$ cat src/rtl/alu_matrix_pkg.sv
// Shared definitions for the ALU matrix datapath: default geometry and the
// loader FSM state encoding.
package alu_matrix_pkg;

    localparam int MATRIX_DIM_DEF = 4;
    localparam int DATA_W_DEF     = 8;

    typedef enum logic [1:0] {
        LOAD = 2'd0,
        HOLD = 2'd1,
        DROP = 2'd2
    } ld_state_t;

endpackage

$ cat src/rtl/axis_matrix_loader.sv
// Assembles an N*N matrix from an AXI-Stream of elements (row-major), holds it
// for the downstream core, and flags short/long frames with an irq and counter.
module axis_matrix_loader
    import alu_matrix_pkg::*;
#(
    parameter int MATRIX_DIM = MATRIX_DIM_DEF,
    parameter int DATA_W     = DATA_W_DEF
) (
    input  logic                                    clk,
    input  logic                                    rst_n,
    input  logic [DATA_W-1:0]                       s_axis_tdata,
    input  logic                                    s_axis_tvalid,
    output logic                                    s_axis_tready,
    input  logic                                    s_axis_tlast,
    output logic [MATRIX_DIM*MATRIX_DIM*DATA_W-1:0] mat_data,
    output logic                                    mat_valid,
    input  logic                                    mat_ready,
    output logic                                    err_irq,
    output logic [7:0]                              err_cnt
);

    localparam int ELEMS = MATRIX_DIM * MATRIX_DIM;
    localparam int IDX_W = (ELEMS > 1) ? $clog2(ELEMS) : 1;
    localparam logic [IDX_W-1:0] LAST_IDX = IDX_W'(ELEMS - 1);

    ld_state_t        state_reg, state_next;
    logic [IDX_W-1:0] idx_reg, idx_next;
    logic             err_irq_reg;
    logic [7:0]       err_cnt_reg;
    logic             accept;
    logic             wr_en;
    logic             err_evt;

    // Gated by rst_n so upstream sees no readiness while reset is held.
    assign s_axis_tready = rst_n && (state_reg != HOLD);
    assign accept        = s_axis_tvalid && s_axis_tready;
    assign mat_valid     = (state_reg == HOLD);
    assign err_irq       = err_irq_reg;
    assign err_cnt       = err_cnt_reg;

    always_ff @(posedge clk) begin
        if (!rst_n) begin
            state_reg   <= LOAD;
            idx_reg     <= '0;
            err_irq_reg <= 1'b0;
            err_cnt_reg <= 8'd0;
        end else begin
            state_reg   <= state_next;
            idx_reg     <= idx_next;
            err_irq_reg <= err_evt;
            if (err_evt && err_cnt_reg != 8'hFF)
                err_cnt_reg <= err_cnt_reg + 8'd1;
        end
    end

    always_comb begin
        state_next = state_reg;
        idx_next   = idx_reg;
        wr_en      = 1'b0;
        err_evt    = 1'b0;
        case (state_reg)
            LOAD: begin
                if (accept) begin
                    wr_en = 1'b1;
                    if (idx_reg == LAST_IDX) begin
                        idx_next = '0;
                        if (s_axis_tlast) begin
                            state_next = HOLD;
                        end else begin
                            state_next = DROP;
                            err_evt    = 1'b1;
                        end
                    end else if (s_axis_tlast) begin
                        idx_next = '0;
                        err_evt  = 1'b1;
                    end else begin
                        idx_next = idx_reg + 1'b1;
                    end
                end
            end
            HOLD: begin
                if (mat_ready) begin
                    state_next = LOAD;
                    idx_next   = '0;
                end
            end
            DROP: begin
                // Overlong tail is swallowed silently up to its tlast.
                if (accept && s_axis_tlast) begin
                    state_next = LOAD;
                    idx_next   = '0;
                end
            end
            default: begin
                state_next = LOAD;
                idx_next   = '0;
            end
        endcase
    end

    genvar gi;
    generate
        for (gi = 0; gi < ELEMS; gi++) begin : g_elem
            logic [DATA_W-1:0] elem_reg;

            always_ff @(posedge clk) begin
                if (!rst_n)
                    elem_reg <= '0;
                else if (wr_en && idx_reg == IDX_W'(gi))
                    elem_reg <= s_axis_tdata;
            end

            assign mat_data[gi*DATA_W +: DATA_W] = elem_reg;
        end
    endgenerate

endmodule
$ cat config.mk
export PLATFORM = sky130hd
export DESIGN_NAME = axis_matrix_loader
export DESIGN_NICKNAME = d
export VERILOG_FILES = /design/src/rtl/alu_matrix_pkg.sv /design/src/rtl/axis_matrix_loader.sv
export SDC_FILE = /design/constraint.sdc
export NUM_CORES = 1
export LEC_CHECK = 0
export BUFFER_PORTS_ARGS = -buffer_cell sky130_fd_sc_hd__clkbuf_2
export CAP_MARGIN = 40
export CORE_ASPECT_RATIO = 0.75
export CORE_MARGIN = 8
export CORE_UTILIZATION = 40
export DETAILED_ROUTE_END_ITERATION = 10
export PLACE_DENSITY = 0.7
export SYNTH_ARGS = -nofsm -noshare
export SYNTH_HDL_FRONTEND = slang
export SYNTH_SLANG_ARGS = --single-unit
$ cat constraint.sdc
create_clock -name clk -period 2.2 [get_ports clk]
set_input_delay 0.44 -clock clk [delete_from_list [all_inputs] [get_ports clk]]
set_output_delay 0.44 -clock clk [all_outputs]
set_load 0.05 [all_outputs]
### Yosys cells after proc, flatten, opt, wreduce, memory -nomap -nowiden

Index checks and enable logic that the tools add are counted.

| storage, ports and cells | value |
|---|---|
| register bits | 143 |
| input port bits | 13 |
| output and inout port bits | 139 |
| word-level logic and storage cells | 88 |

| cells by class | value |
|---|---|
| $add $sub $neg | 2 |
| equal/unequal tests | 23 |
| multiplexer cells | 19 |
| reduce and logical (&&, ||, !) cells | 24 |

Operators with widths:

| kind | number |
|---|---|
| $eq 4x4->1 const B | 8 |
| $logic_and 1x1->1 | 20 |
| $mux 4 | 5 |
| $eq 4x3->1 const B | 4 |
| $pmux 4 s3 | 1 |
| $mux 2 | 5 |
| $add 8x1->8 const B | 1 |
| $eq 4x2->1 const B | 2 |
| $ne 8x8->1 const B | 1 |
| $mux 1 | 7 |
| $ne 2x2->1 const B | 3 |
| $pmux 2 s3 | 1 |
| $add 4x1->4 const B | 1 |
| $eq 4x1->1 const B | 1 |
| $logic_not 4->1 | 1 |
| $ne 2x1->1 const B | 2 |
| $reduce_and 4->1 | 1 |
| $reduce_and 3->1 | 1 |
| $eq 2x1->1 const B | 1 |
| $eq 2x2->1 const B | 1 |
| $logic_not 2->1 | 1 |

### Longest topological paths before layout

| logic depth | value |
|---|---|
| depth after elaboration | 6 |
| gate-level depth with buffers | 7 |
| mapped depth without buffers | 5 |

### Least setup slack after synthesis

No wires, ideal clock.

| timing | value |
|---|---|
| path kind | input to output |
| start | input rst_n |
| end | output s_axis_tready |
| arrival time | 1.775 ns |
| data required time | 1.760 ns |
| slack | -0.015 ns |
| stages on the path | 5 |
| path buffers | 3 |
| path through | buf_2 > inv_1 > clkbuf_1 > clkbuf_1 > nor2_1 |

| between the ends | value |
|---|---|
| longest elaborated chain between the ends | 1 |

Ends and longest elaborated chain:

| element | line | text |
|---|---|---|
| start, declared | axis_matrix_loader.sv:10 | `input logic rst_n,` |
| $logic_and 1x1->1 | axis_matrix_loader.sv:35 | `assign s_axis_tready = rst_n && (state_reg != HOLD);` |
| end, declared | axis_matrix_loader.sv:13 | `output logic s_axis_tready,` |

Every way passes these cells.

### Worst setup path in the final report

| timing | value |
|---|---|
| start | register state_reg[0] |
| end | output mat_valid |

| between the ends | value |
|---|---|
| longest elaborated chain between the ends | 1 |

Ends and longest elaborated chain:

| element | line | text |
|---|---|---|
| start, declared | axis_matrix_loader.sv:26 | `ld_state_t state_reg, state_next;` |
| start signal, assigned | axis_matrix_loader.sv:48 | `state_reg <= state_next;` |
| $eq 2x1->1 | axis_matrix_loader.sv:37 | `assign mat_valid = (state_reg == HOLD);` |
| end, declared | axis_matrix_loader.sv:16 | `output logic mat_valid,` |

Every way passes these cells.

==> results.md <==
* Gates resized, CTS repair at 0
* Fin. Hold Viols at 0
* Clock sink count at around 140
* DR pass1 iterations at 5
* Largest net degree at the start of global routing at between 100 and 150
* Setup Buffers After CTS at 0
* Max Slew Vio Count at 0
* Fmax at about 510 MHz
* Chip height at approximately 120 um
* Vias per inst at a little over 5
* Crit path time final at 1.980 ns
* Hold Startpoint: s_axis_tvalid
* Lkg Pwr at 3.833 nW
* Die span in x at approximately 150 um
* Vias in the first global route at approximately 4,400
* CP arrival at between 1.5 and 2 ns
* 1st-iter DRT viols at 260
* Layout Nets at roughly 700
* Worst endpoint required time at 1.76 ns
* Rows at 37
* Part of the cycle the worst path needs at 0.8999
* PwrDens at a little over 800 nW/um2
* Layout area overhead at 26.11%
* Setup ws final at 0.2203 ns
* Slew HR at 0.4678
* Post-synthesis net count at between 500 and 600
* RSZ-0062 raised after global routing: no
* Place WS at 0.1575 ns
* Hold WS at 0.3334 ns
* Worst-Margin Slew at between 0.7 and 0.8 ns
* Maxcap violations at 0
* Critical path startpoint category: register
* Post-synth EDFFs at 0
* Grt total ovfl at 0
* Largest area contributor in the netlist: dfxtp_1
* Synth Area per Inst at approximately 10 um2
* Hpwl dp at about 11,000 um
* Residual DRC at 0
* Sequential share of the synthesized area at 0.5195
* Min-delay worst type: input port to register
* ANT nets after route at 0
* Ports at 152
* Wirelength, routed at 15,340 um
* Synth Register Bits at around 140
* Post-Syn Area at roughly 5500 um2
* Skew-Pair Late Insertion Delay at about 0.42 ns
* Max FFs per register at 128
* R2R depth at 5
* Antenna Cells at 0
* GP Congestion at about 0.80
* Clock Skew at between 0.006 and 0.007 ns
* Mapped Cells at approximately 530
* WL/cell at about 18 um
* Synth Flop Type: dfxtp_1
* Outcome: complete, no violations
* Crit end category: primary output
* Root Driver: clkbuf_16
* Netlist cell types at 36
* Hold Buf Count CTS at 0
* Maximum vdd drop at around 0.56 mV
* Post-synth ARST share at 0
* Ys Warns at 0
* Flop-to-flop setup slack at around 0.28 ns
* Critical path class: register to primary output
* R2r startpoint: state_reg[0]
* Num CTS Buffers at 17
* Clock tree buffer depth at 2
* TritonCTS clock tree: done
* Core ar. at ~14,000 um2
* Layout cells sized above 1 at 0.3028
* Total GRT Usage at 0.1738
* Initial antenna violation count at 0
* Peak fanout along the critical path at 9
* Port buffer count at about 150
* Die Area at around 18,000 um2
* Synth top area cells: dfxtp_1 52%, mux2i_1 24%, nor2_1 9.1%, nand3_2 2.2%, clkbuf_1 1.6%
* Reg clk slew, reported paths at 0.06 ns
* TNS Setup at 0 ns
* R2r endpoint: g_elem[14].elem_reg[0]
* Hold depth at 2
* First-pass GRT wire length at ~24,000 um
* Starting density of the core at 0.4049
* Endpoint, Worst Hold: state_reg[1]
* DR vias at 4,372
* H-tree depth at 4
* Final setup viols at 0
* Synth top area share at 0.5195
==> how the worst max path moves through the flow <==
stage | start | endpoint
CTS | state_reg[0] | mat_valid
detailed placement | s_axis_tvalid | g_elem[14].elem_reg[0]
global route | state_reg[0] | mat_valid
finish | state_reg[0] | mat_valid
floorplan | rst_n | s_axis_tready
global placement | s_axis_tvalid | g_elem[13].elem_reg[3]
==> routing by layer <==
metal	track usage	wire length, um	vias up	share of wire
met3	0.07222	1300	10	0.085
li1	-	-	2118	-
met2	0.2691	7013	141	0.46
met4	0.04887	131	0	0.0085
met5	0	0	-	0
met1	0.2165	6893	2103	0.45
==> cell usage after synthesis (all sizes together), types with 2 or more instances <==
cell / number
nor2: 133
nand3b: 2
nand3: 18
buf: 10
nand4: 6
clkbuf: 23
o31ai: 5
nor4: 4
or3: 3
a21oi: 10
nand2: 7
nand2b: 2
or4: 3
nor3: 3
ha: 5
dfxtp: 143
and3: 3
inv: 4
o21ai: 4
mux2i: 131
nor2b: 4
==> worst max-delay path, stage by stage (launching register included) <==
cell	delay [ns]
dfxtp_1	0.47
nor2b_1	0.31
clkbuf_2	0.33
==> per-stage QoR <==
stage | power (mW) | utilization | cell area, um2 | std cells
after floorplan | 2.864 | - | 5513 | 532
after global placement | 2.943 | 0.4695 | 6390 | 831
after detailed placement | 2.950 | 0.4695 | 6390 | 831
after CTS | 5.665 | 0.5106 | 6949 | 862
after global routing | 5.812 | 0.5106 | 6949 | 862
final | 5.600 | 0.5106 | 6949 | 862
==> report_power, final <==
group	switching, mW	total (mW)	internal [mW]	leakage [nW]
registers	0.0138	2.62	2.61	1.15
logic	0.212	0.274	0.0614	2.41
clock network	1.07	2.71	1.64	0.268
total	1.30	5.60	4.30	3.83
==> cells in the final DEF (no fill, tap or decap), types with 3 or more instances in the layout <==
cell type and count:
clkbuf_16 17, mux2i_1 131, nand2_1 7, or4_1 3, nor4_1 4, o31ai_1 5, inv_1 3, o21ai_0 4
clkinvlp_4 3, nand3_2 12, buf_4 5, a21oi_1 10, nand3_1 6, nor3_1 3, dfxtp_1 143, clkbuf_8 3
or3_1 3, nor2_1 132, clkbuf_2 151, nor2b_1 4, ha_1 5, clkinv_2 3, nand4_2 4
==> cell families after synthesis <==
group,count (synthesis),synth area share
xor+xnor,1,0.001590
mux,131,0.2380
buf+inv,37,0.03133
compound gates,25,0.03202
simple gates,190,0.1662
flops,143,0.5195
fa+ha+maj,5,0.01135
==> area by class of cell <==
| type | count | area (um2) |
|---|---|---|
| tap | 175 | 219.0 |
| multi-input combinational | 352 | 2477 |
| clock inverter | 9 | 85.08 |
| inverter | 4 | 17.52 |
| timing repair buffer | 157 | 813.3 |
| fill | 1232 | 6661 |
| clock buffer | 22 | 474.2 |
| sequential | 143 | 2863 |
Power figures use the tool's default switching activity.
